==> src/rtl/operand_aligner_pkg.sv <==
// Shared FP32 field widths, alignment width and the unpacked-operand type
// for the operand aligner.
package operand_aligner_pkg;

   localparam int EXP_W   = 8;
   localparam int FRAC_W  = 23;
   localparam int MAN_W   = FRAC_W + 1;
   localparam int ALIGN_W = 27;
   localparam int SHAMT_W = 9;

   localparam logic [EXP_W-1:0] EXP_INF = 8'd255;

   typedef struct packed {
      logic             sign;
      logic [EXP_W-1:0] exp;
      logic [MAN_W-1:0] man;
   } unpacked_t;

   // Subnormals and zero read as effective exponent 1 with hidden bit 0.
   function automatic unpacked_t unpack(input logic [31:0] f);
      unpacked_t u;
      u.sign = f[31];
      if (f[30:23] == '0) begin
         u.exp = 8'd1;
         u.man = {1'b0, f[22:0]};
      end else begin
         u.exp = f[30:23];
         u.man = {1'b1, f[22:0]};
      end
      return u;
   endfunction

endpackage

==> src/rtl/operand_aligner_align_shifter.sv <==
// Saturating right shift of a 27-bit aligned mantissa. With STICKY_EN defined,
// bit 0 collects the OR of everything shifted out; otherwise bit 0 is forced 0.
module align_shifter
   import operand_aligner_pkg::*;
(
   input  logic [ALIGN_W-1:0] man_i,
   input  logic [SHAMT_W-1:0] shamt_i,
   output logic [ALIGN_W-1:0] man_o
);

   localparam logic [SHAMT_W-1:0] SAT_AMT = SHAMT_W'(ALIGN_W);

   logic               sat;
   logic [4:0]         sh;
   logic [ALIGN_W-1:0] shifted;

   assign sat     = (shamt_i >= SAT_AMT);
   assign sh      = sat ? 5'(ALIGN_W) : shamt_i[4:0];
   assign shifted = sat ? '0 : (man_i >> sh);

`ifdef STICKY_EN
   logic [ALIGN_W-1:0] lost_mask;
   logic               sticky;

   // A shift of ALIGN_W pushes the all-ones pattern out entirely, so the
   // mask covers the whole mantissa in the saturated case.
   assign lost_mask = ~({ALIGN_W{1'b1}} << sh);
   assign sticky    = |(man_i & lost_mask);
   assign man_o     = {shifted[ALIGN_W-1:1], shifted[0] | sticky};
`else
   assign man_o     = shifted & ~ALIGN_W'(1);
`endif

endmodule

==> src/rtl/operand_aligner.sv <==
// Two-stage FP32 operand aligner: stage 1 unpacks and compares exponents,
// stage 2 shifts the smaller operand. Optional sticky collection: STICKY_EN.
module operand_aligner
   import operand_aligner_pkg::*;
(
   input  logic               clk,
   input  logic               rst,
   input  logic               in_valid,
   output logic               in_ready,
   input  logic [31:0]        in_a,
   input  logic [31:0]        in_b,
   output logic               out_valid,
   input  logic               out_ready,
   output logic [EXP_W-1:0]   out_exp_max,
   output logic [ALIGN_W-1:0] out_man_a,
   output logic [ALIGN_W-1:0] out_man_b,
   output logic               out_sign_a,
   output logic               out_sign_b,
   output logic               out_swap,
   output logic               out_special
);

   logic adv;

   unpacked_t          op_a_d, op_b_d, op_a_p1_q, op_b_p1_q;
   logic [EXP_W-1:0]   exp_max_d, exp_max_p1_q;
   logic [SHAMT_W-1:0] diff_d, diff_p1_q;
   logic               swap_d, swap_p1_q;
   logic               special_d, special_p1_q;
   logic               vld_p1_q;

   logic [ALIGN_W-1:0] shift_in, ref_man, shifted;
   logic [ALIGN_W-1:0] man_a_d, man_b_d;

   logic               vld_p2_q;
   logic [EXP_W-1:0]   exp_max_p2_q;
   logic [ALIGN_W-1:0] man_a_p2_q, man_b_p2_q;
   logic               sign_a_p2_q, sign_b_p2_q, swap_p2_q, special_p2_q;

   // Whole pipe moves in lockstep; a stalled output freezes both stages.
   assign adv      = !vld_p2_q || out_ready;
   assign in_ready = adv;

   // ---- stage 1: unpack, exponent compare ----
   always_comb begin
      op_a_d    = unpack(in_a);
      op_b_d    = unpack(in_b);
      swap_d    = (op_b_d.exp > op_a_d.exp);
      exp_max_d = swap_d ? op_b_d.exp : op_a_d.exp;
      diff_d    = swap_d ? ({1'b0, op_b_d.exp} - {1'b0, op_a_d.exp})
                         : ({1'b0, op_a_d.exp} - {1'b0, op_b_d.exp});
      special_d = (in_a[30:23] == EXP_INF) || (in_b[30:23] == EXP_INF);
   end

   always_ff @(posedge clk) begin
      if (rst) begin
         vld_p1_q     <= 1'b0;
         op_a_p1_q    <= '0;
         op_b_p1_q    <= '0;
         exp_max_p1_q <= '0;
         diff_p1_q    <= '0;
         swap_p1_q    <= 1'b0;
         special_p1_q <= 1'b0;
      end else if (adv) begin
         vld_p1_q     <= in_valid;
         op_a_p1_q    <= op_a_d;
         op_b_p1_q    <= op_b_d;
         exp_max_p1_q <= exp_max_d;
         diff_p1_q    <= diff_d;
         swap_p1_q    <= swap_d;
         special_p1_q <= special_d;
      end
   end

   // ---- stage 2: shift the smaller-exponent operand ----
   always_comb begin
      shift_in = swap_p1_q ? {op_a_p1_q.man, 3'b000} : {op_b_p1_q.man, 3'b000};
      ref_man  = swap_p1_q ? {op_b_p1_q.man, 3'b000} : {op_a_p1_q.man, 3'b000};
      man_a_d  = swap_p1_q ? shifted : ref_man;
      man_b_d  = swap_p1_q ? ref_man : shifted;
   end

   align_shifter u_shifter (
      .man_i   (shift_in),
      .shamt_i (diff_p1_q),
      .man_o   (shifted)
   );

   always_ff @(posedge clk) begin
      if (rst) begin
         vld_p2_q     <= 1'b0;
         exp_max_p2_q <= '0;
         man_a_p2_q   <= '0;
         man_b_p2_q   <= '0;
         sign_a_p2_q  <= 1'b0;
         sign_b_p2_q  <= 1'b0;
         swap_p2_q    <= 1'b0;
         special_p2_q <= 1'b0;
      end else if (adv) begin
         vld_p2_q     <= vld_p1_q;
         exp_max_p2_q <= exp_max_p1_q;
         man_a_p2_q   <= man_a_d;
         man_b_p2_q   <= man_b_d;
         sign_a_p2_q  <= op_a_p1_q.sign;
         sign_b_p2_q  <= op_b_p1_q.sign;
         swap_p2_q    <= swap_p1_q;
         special_p2_q <= special_p1_q;
      end
   end

   assign out_valid   = vld_p2_q;
   assign out_exp_max = exp_max_p2_q;
   assign out_man_a   = man_a_p2_q;
   assign out_man_b   = man_b_p2_q;
   assign out_sign_a  = sign_a_p2_q;
   assign out_sign_b  = sign_b_p2_q;
   assign out_swap    = swap_p2_q;
   assign out_special = special_p2_q;

endmodule

==> config.mk <==
export PLATFORM = sky130hd
export DESIGN_NAME = operand_aligner
export DESIGN_NICKNAME = d
export VERILOG_FILES = /design/src/rtl/operand_aligner_pkg.sv /design/src/rtl/operand_aligner_align_shifter.sv /design/src/rtl/operand_aligner.sv
export SDC_FILE = /design/constraint.sdc
export NUM_CORES = 1
export LEC_CHECK = 0
export ABC_AREA = 1
export BUFFER_PORTS_ARGS = -buffer_cell sky130_fd_sc_hd__buf_2
export CELL_PAD_IN_SITES_DETAIL_PLACEMENT = 0
export CELL_PAD_IN_SITES_GLOBAL_PLACEMENT = 1
export CORE_MARGIN = 2
export CORE_UTILIZATION = 43
export DETAILED_ROUTE_END_ITERATION = 6
export HOLD_SLACK_MARGIN = 0.08
export PLACE_DENSITY_LB_ADDON = 0.25
export SLEW_MARGIN = 20
export SYNTH_ARGS = -nofsm -noshare
export SYNTH_HDL_FRONTEND = slang
export SYNTH_SLANG_ARGS = --single-unit
export TNS_END_PERCENT = 5
==> constraint.sdc <==
create_clock -name clk -period 4.58 [get_ports clk]
set_input_delay 0.687 -clock clk [delete_from_list [all_inputs] [get_ports clk]]
set_output_delay 0.687 -clock clk [all_outputs]
set_load 0.02 [all_outputs]
==> reports/results.tsv, run 1 <==
metric	value	unit
drc_errors	0	
fin_crit_sh	0.620	
n_fill_cell	1916	
cts_hold_buf	0	
syn_inst	1206	
dp_hpwl	18400	um
ys_seq_area_frac	0.340	
grt_pass1_vias	7592	
root_buffer	clkbuf_16	
max_freq	352	MHz
crit_path_start_kind	register	
rows	49	
cp_max_fo	24	
fin_worst_skew	0.0131	ns
setup_ws	1.74	ns
synth_cell_types	44	
synth.avg_cell_area	6.59	sq um
max_stage_delay	0.55	ns
rsz0062_at_grt	false	
cap_viol_max_count	0	
final_cells	1516	
cts_buffers	17	
wl	25600	um
ctsResizeCount	0	
drt-vias-per-instance	5.42	
clock_path_buffers	2	
area_delta_synth_final	14.7	%
antenna_found_initial	1	
grt_pass1_wl	40800	um
clock_sinks	135	
crit_arrival	3.19	ns
core_area	0.0180	sq mm
die_w	140	um
synth_area	0.00795	sq mm
relSlewSlack	0.325	
fin_crit	2.84	ns
dieArea	0.0196	sq mm
start_util	0.441	
cts_setup_buffers	0	
synth_warnings	0	
worstPathCellList	inv_2 -> nand2_2 -> nand2_4 -> nand3_2 -> inv_2 -> nand3_1 -> nand3_1 -> nand3_1 -> nand2_1 -> nand2_1 -> a21oi_1	
cts_tree	done	
ant_nets	0	
worstPathRequired	4.94	ns
p_per_area	436	mW/mm^2
nets	1359	
setup_viol	0	
drt_iter0_markers	685	
die_h	140	um
overflow	0	
holdWs	0.456	ns
vias	8218	
ir_drop	288	uV
final_max_slew_viol_count	0	
hold_viol	0	
pin_count	136	
critPathSlowestCell	inv_2	
port_buffers	133	
dp_slack	1.44	ns
ys_ff_latch	135	
clk_pin_slew_worst_paths	0.06	ns
final-seq-area	0.00270	sq mm
wire_per_inst	16.9	um
track_usage	0.262	
placed_cells	1483	
insertion_delay	0.43	ns
gp_congestion	0.924	
crit_top_cell	nand3_1	
status	completed	
crit_path_end_kind	register	
hold_class	reg -> reg	
grt_start_max_net_pins	97	
dr.pass1.iters	6	
power_leakage	4.36	nW
htree_levels	4	
drive_gt1_frac	0.171	
finalSetupTns	0	ns
multiInputGateArea	0.00431	sq mm
crit_type	reg -> reg	
worst_slew_pin_slew	1.00	ns
## final cells by class
type	count	share of cell area
antenna	1	0.000275
clock buffer	18	0.0482
clock inverter	14	0.0143
inverter	132	0.0548
multi-input combinational	844	0.473
sequential	135	0.296
tap	229	0.0314
timing repair buffer	143	0.0813
## synthesized netlist by cell type (all sizes together)
cell	n	area [sq um]
o21ai	116	581
xnor2	3	26.3
nand4	47	294
o31ai	1	7.51
a21boi	1	7.51
nand2	286	1120
or2	1	6.26
buf	40	234
a21o	1	7.51
a22o	4	35.0
o221ai	10	87.6
nand3b	1	7.51
inv	131	494
nand3	136	761
nor2	86	368
a31oi	16	100
nor4	2	12.5
fa	2	40.0
clkinv	1	3.75
o211ai	10	75.1
conb	1	3.75
a21oi	92	464
dfxtp	135	2700
ha	16	200
clkbuf	56	214
nor3	1	5.00
xor2	9	78.8
o2111ai	1	8.76
## per-layer routing
layer | wire length, um | global-route usage
met4 | 622 | 0.0963
met3 | 1880 | 0.0588
met2 | 11300 | 0.397
met1 | 11800 | 0.366
met5 | 0 | 0
## layout by cell type (no fill, tap or decap), drive strengths merged, types with 2 or more instances in the layout
cell type,count
nand2,286
buf,143
inv,139
nand3,136
dfxtp,135
o21ai,116
a21oi,92
nor2,86
nand4,47
clkbuf,18
a31oi,16
ha,16
o211ai,10
o221ai,10
xor2,9
clkinv,6
a22o,4
xnor2,3
nor4,2
fa,2
conb,2
## final timing paths
kind | startpoint | endpoint | slack (ns) | cells after the start
min | vld_p1_q | vld_p1_q | 0.46 | 2
min reg2reg | vld_p1_q | vld_p1_q | 0.46 | 2
max reg2reg | diff_p1_q[2] | out_man_b[1] | 1.74 | 11
max | diff_p1_q[2] | out_man_b[1] | 1.74 | 11
## where the power goes
group | total [mW] | switching, mW | internal, mW
sequential | 1.36 | 0.0720 | 1.28
combinational | 1.29 | 0.906 | 0.387
clock | 1.32 | 0.593 | 0.729
## metrics by stage
step                      instance area, sq um  power (mW)   util
after floorplan                           7950        2.32      -
after global placement                    8540        2.66  0.474
after detailed placement                  8540        2.66  0.474
after CTS                                 9110        3.98  0.505
after global routing                      9110        4.21  0.506
final                                     9110        3.97  0.506
## worst max-delay path: cells and delay by family (launching register included)
kind                   cells  cell delay, ns
AND/OR/NAND/NOR            8            1.53
buffers and inverters      2            0.68
flip-flops                 1            0.42
AO/OA/AOI/OAI              1            0.13
## registers in the layout, indices dropped and copies added, names as in the netlist, 8 cells and up
register,count
out_man_b,26
diff_p1_q,9
out_man_a,26
exp_max_p1_q,8
op_a_p1_q,25
op_b_p1_q,25
out_exp_max,8
## logic make-up after synthesis
group	Yosys count	share of synthesized area
XOR/XNOR	12	0.0132
flip-flops	135	0.340
other	1	0.000472
buffers and inverters	228	0.119
AND/OR/NAND/NOR	560	0.324
AO/OA/AOI/OAI	252	0.173
adder cells (fa/ha/maj)	18	0.0302
No activity file was read; power rests on OpenSTA's default activity.
==> run 2, diff against run 1 <==
--- a/config.mk
+++ b/config.mk
@@ -10,7 +10,7 @@
 export CELL_PAD_IN_SITES_DETAIL_PLACEMENT = 0
 export CELL_PAD_IN_SITES_GLOBAL_PLACEMENT = 1
 export CORE_MARGIN = 2
-export CORE_UTILIZATION = 43
+export CORE_UTILIZATION = 40
 export DETAILED_ROUTE_END_ITERATION = 6
 export HOLD_SLACK_MARGIN = 0.08
 export PLACE_DENSITY_LB_ADDON = 0.25
==> constraint.sdc (replaced) <==
create_clock -name clk -period 2.7 [get_ports clk]
set_input_delay 0.405 -clock clk [delete_from_list [all_inputs] [get_ports clk]]
set_output_delay 0.405 -clock clk [all_outputs]
set_load 0.02 [all_outputs]
==> run 2 against run 1 <==
Against the previous run:
- hold slack worse by 0.23 ns
- die area rose by 7.3%
- clock skew fell by 0.0023 ns
- highest routed layer unchanged
- sequential power up 69%
- setup slack worse by 1.5 ns
- count of clock-buffer cells in the layout rose by 1
- clock power is 76% higher
- routed wire length increased by 3.4%
- maximum frequency increased by 17%
- sequential share of layout area shrank 1.0 points
==> reports/results.tsv, run 2 (synthesized netlist as in run 1, its figures left out) <==
metric	value	unit
overflow	0	
vias	8239	
nets	1385	
cts_setup_buffers	0	
clk_pin_slew_worst_paths	0.07	ns
worst_slew_pin_slew	0.731	ns
core_area	0.0195	sq mm
worstPathRequired	3.06	ns
switching_power	2.69	mW
rows	51	
fin_area	0.00943	sq mm
num_antenna_cells	0	
crit_arrival	2.78	ns
ctsResizeCount	0	
start_util	0.408	
status	completed	
cts_tree	done	
power_frac_clock	0.334	
drc_errors	0	
grt_pass1_vias	7633	
crit_top_cell	nand2_1	
grt_pass1_wl	42200	um
power_leakage	4.51	nW
setup_viol	0	
clock_path_buffers	2	
placed_area	0.00886	sq mm
wire_per_inst	16.8	um
dp_hpwl	19300	um
multiInputGateArea	0.00431	sq mm
rsz0062_at_grt	false	
fin_crit_sh	0.895	
crit_type	reg -> reg	
hold_viol	0	
final_common_cell	nand2_1	
drt_iter0_markers	707	
cap_viol_max_count	0	
cp_max_fo	33	
die_w	145	um
switching_share	0.387	
port_buffers	133	
max_freq	414	MHz
htree_levels	4	
pin_count	136	
dieArea	0.0210	sq mm
hold_class	in -> reg	
power.internal	4.25	mW
critPathSlowestCell	dfxtp_1	
final-seq-area	0.00270	sq mm
wl	26500	um
crit_path_end_kind	register	
antenna_found_initial	1	
n_fill_cell	2029	
gp_congestion	0.925	
die_h	145	um
fin_worst_skew	0.0108	ns
grt_start_max_net_pins	97	
clock_sinks	135	
crit_path_start_kind	register	
fin_crit	2.42	ns
ant_nets	0	
drive_gt1_frac	0.187	
final_max_slew_viol_count	0	
max_stage_delay	0.62	ns
relSlewSlack	0.507	
cts_buffers	17	
pwr-share-comb	0.334	
p_per_area	735	mW/mm^2
cts_hold_buf	0	
drt-vias-per-instance	5.22	
insertion_delay	0.43	ns
track_usage	0.251	
seq_power_share	0.332	
layout_common_cells	nand2_1, dfxtp_1, buf_2, inv_1, nand3_1	
root_buffer	clkbuf_16	
finalSetupTns	0	ns
worstPathCellList	buf_12 -> nand2_1 -> nand2_1 -> nand4_1 -> nand3_1 -> nand3_1 -> o21ai_1 -> nand2_1 -> nor2_1 -> a21oi_1 -> nor2_1	
area_delta_synth_final	18.7	%
dr.pass1.iters	6	
ir_drop	431	uV
==> run 2: cell count changes in the layout (fill, tap and decap cells not counted), sizes merged <==
cell	change
inv	+1
clkinv	-5
diode	-1
buf	+26
bufinv	+1
clkbuf	+1
clkinvlp	+2
==> run 2: cell type report <==
cell class                      instances  share of cell area
Sequential cell                       135               0.287
Clock buffer                           19              0.0470
Timing Repair Buffer                  169               0.107
Multi-Input combinational cell        844               0.457
Inverter                              132              0.0528
Clock inverter                         13              0.0141
Tap cell                              265              0.0352
==> run 2: through the flow <==
step / cells / total power, mW / hold WS [ns] / setup slack, ns / utilization
after floorplan: 1207 / 3.93 / 0.430 / 0.443 / -
after global routing: 1577 / 7.32 / 0.247 / 0.135 / 0.485
final: 1577 / 6.93 / 0.229 / 0.284 / 0.485
after detailed placement: 1545 / 4.63 / 0.448 / 0.0842 / 0.455
after CTS: 1577 / 6.95 / 0.226 / 0.329 / 0.485
after global placement: 1545 / 4.63 / 0.439 / 0.0628 / 0.455
==> run 2: layer usage <==
layer | GRT usage | vias up | part of all wire
met1 | 0.364 | 3780 | 0.48
met3 | 0.0481 | 31 | 0.062
met2 | 0.381 | 268 | 0.44
li1 | - | 4160 | -
met5 | 0 | - | 0
met4 | 0.0673 | 0 | 0.016
==> run 2: worst paths after layout <==
path,from,end,slack [ns],depth (start not counted)
setup reg to reg,swap_p1_q,out_man_b[21],0.28,11
hold / removal,in_b[31],op_b_p1_q[32],0.23,3
setup / recovery,swap_p1_q,out_man_b[21],0.28,11
hold reg to reg,vld_p1_q,vld_p1_q,0.46,2
==> run 2: critical path, delay by kind of cell, from the launching register on <==
| kind | cells | cell delay, ns |
|---|---|---|
| AO/OA/AOI/OAI | 2 | 0.21 |
| buffers and inverters | 1 | 0.26 |
| AND/OR/NAND/NOR | 8 | 1.25 |
| flip-flops | 1 | 0.62 |
==> run 2: power groups by stage <==
stage                     combinational [mW]  sequential (mW)  clock, mW
after floorplan                         1.51             2.42          0
after global placement                  2.29             2.34          0
after detailed placement                2.29             2.34          0
final                                   2.32             2.30       2.32
after global routing                    2.57             2.32       2.43
after CTS                               2.30             2.30       2.35
==> run 3, diff against run 2 <==
==> constraint.sdc (replaced) <==
create_clock -name clk -period 2.61 [get_ports clk]
set_input_delay 0.3915 -clock clk [delete_from_list [all_inputs] [get_ports clk]]
set_output_delay 0.3915 -clock clk [all_outputs]
set_load 0.02 [all_outputs]
==> run 3 against run 2 <==
Against the previous run:
- setup slack worse by 0.016 ns
- critical path depth up 2
- clock skew up 0.0028 ns
- first-iteration DRC count rose by 3.1%
- count of clock-buffer cells in the layout decreased by 2
- power up 6.3%
- critical endpoint is now out_man_a[3]
- combinational power is 4% higher
- final cell count is 1.0% higher
- final area grew 1.7%
- sequential share of layout area shrank 0.49 points
- routed wire length down 0.37%
- sequential cell count unchanged
==> reports/results.tsv, run 3 (synthesized netlist as in run 1, its figures left out) <==
metric	value	unit
status	completed	
crit_path_start_kind	register	
ff2ff_path_depth	13	
num_antenna_cells	0	
ctsResizeCount	0	
port_buffers	133	
crit_family	simple AND/OR/NAND/NOR gates	
cp_max_fo	6	
fin_worst_skew	0.0136	ns
drc_errors	0	
drt_iter0_markers	729	
htree_levels	4	
final_common_cell	nand2_1	
grt_pass1_vias	7662	
wl	26400	um
worstPathCellList	inv_1 -> buf_4 -> nand2_1 -> nand2_1 -> inv_1 -> nand2_2 -> nand3_2 -> nand2_1 -> nand2_1 -> nand3_1 -> nand3_1 -> nand3_1 -> a21oi_1	
crit_arrival	2.71	ns
crit_path_end_kind	register	
ant_nets	0	
ir_drop	464	uV
dr.pass1.iters	5	
area_delta_synth_final	20.7	%
rows	51	
worst_slew_pin_slew	0.663	ns
nets	1401	
fin_crit	2.34	ns
fin_crit_sh	0.897	
cts_hold_buf	0	
max_freq	427	MHz
cts_tree	done	
root_buffer	clkbuf_16	
relSlewSlack	0.558	
clock_sinks	135	
die_h	145	um
grt_start_max_net_pins	96	
clk_pin_slew_worst_paths	0.07	ns
power_leakage	4.61	nW
cts_setup_buffers	0	
crit_top_cell	nand2_1	
max_stage_delay	0.57	ns
clock_path_buffers	2	
drive_gt1_frac	0.197	
pin_count	136	
insertion_delay	0.44	ns
worstPathRequired	2.97	ns
cts_buffers	17	
hold_depth	3	
critPathBufInv	3	
dp_slack	-0.0200	ns
placed_area	0.00896	sq mm
fin_area	0.00960	sq mm
hold_viol	0	
crit_type	reg -> reg	
track_usage	0.249	
utilization	0.493	
antenna_found_initial	0	
start_util	0.408	
wire_per_inst	16.6	um
vias	8349	
drt-vias-per-instance	5.24	
setup_viol	0	
setup_ws	0.268	ns
final_max_slew_viol_count	0	
layout_common_cells	nand2_1, dfxtp_1, buf_2, inv_1, nand3_1	
core_area	0.0195	sq mm
overflow	0	
critPathSlowestCell	dfxtp_1	
path_depth	13	
rsz0062_at_grt	false	
gp_congestion	0.903	
hold_class	in -> reg	
p_per_area	768	mW/mm^2
die_w	145	um
dieArea	0.0210	sq mm
grt_pass1_wl	41700	um
dp_hpwl	19400	um
cap_viol_max_count	0	
[run 3: changes by cell type in the layout (fill, tap and decap cells not counted), sizes merged]
cell / previous run / this run
buf: 169 / 185
clkinv: 1 / 5
clkinvlp: 3 / 1
bufinv: 1 / 2
clkbuf: 19 / 17
inv: 140 / 139
[run 3: worst min-delay path: cells and delay by family]
family / cells / cell delay (ns)
buffers and inverters: 1 / 0.07
AO/OA/AOI/OAI: 1 / 0.07
AND/OR/NAND/NOR: 1 / 0.08
[run 3: metal layers]
layer,up-vias,track usage,wire length (um)
met2,289,0.370,11500
met4,0,0.0842,505
met1,3832,0.359,12700
li1,4195,-,-
met5,-,0,0
met3,33,0.0497,1690
[run 3: through the flow]
step | power, mW | cells | setup TNS [ns] | hold WS [ns]
floorplan | 4.07 | 1207 | 0 | 0.430
global placement | 4.81 | 1561 | 0 | 0.441
detailed placement | 4.80 | 1561 | -0.0288 | 0.450
CTS | 7.37 | 1593 | 0 | 0.195
global route | 7.80 | 1593 | 0 | 0.228
finish | 7.37 | 1593 | 0 | 0.208
[run 3: cell type report]
type	instances	area [sq um]
timing repair buffer	185	1120
clock inverter	15	205
sequential	135	2700
multi-input combinational	844	4310
tap	265	332
clock buffer	17	425
fill	2002	9870
inverter	132	498
[run 3: where the power goes]
| group | switching, mW | internal [mW] | total [mW] |
|---|---|---|---|
| Clock | 1.12 | 1.47 | 2.59 |
| Sequential | 0.124 | 2.25 | 2.38 |
| Combinational | 1.61 | 0.793 | 2.41 |
[run 3: path summary, 6_finish.rpt]
check | from | endpoint | slack, ns
setup / recovery | swap_p1_q | out_man_a[3] | 0.27
hold / removal | in_b[4] | op_b_p1_q[4] | 0.21
setup reg to reg | swap_p1_q | out_man_a[3] | 0.27
hold reg to reg | vld_p1_q | vld_p1_q | 0.45
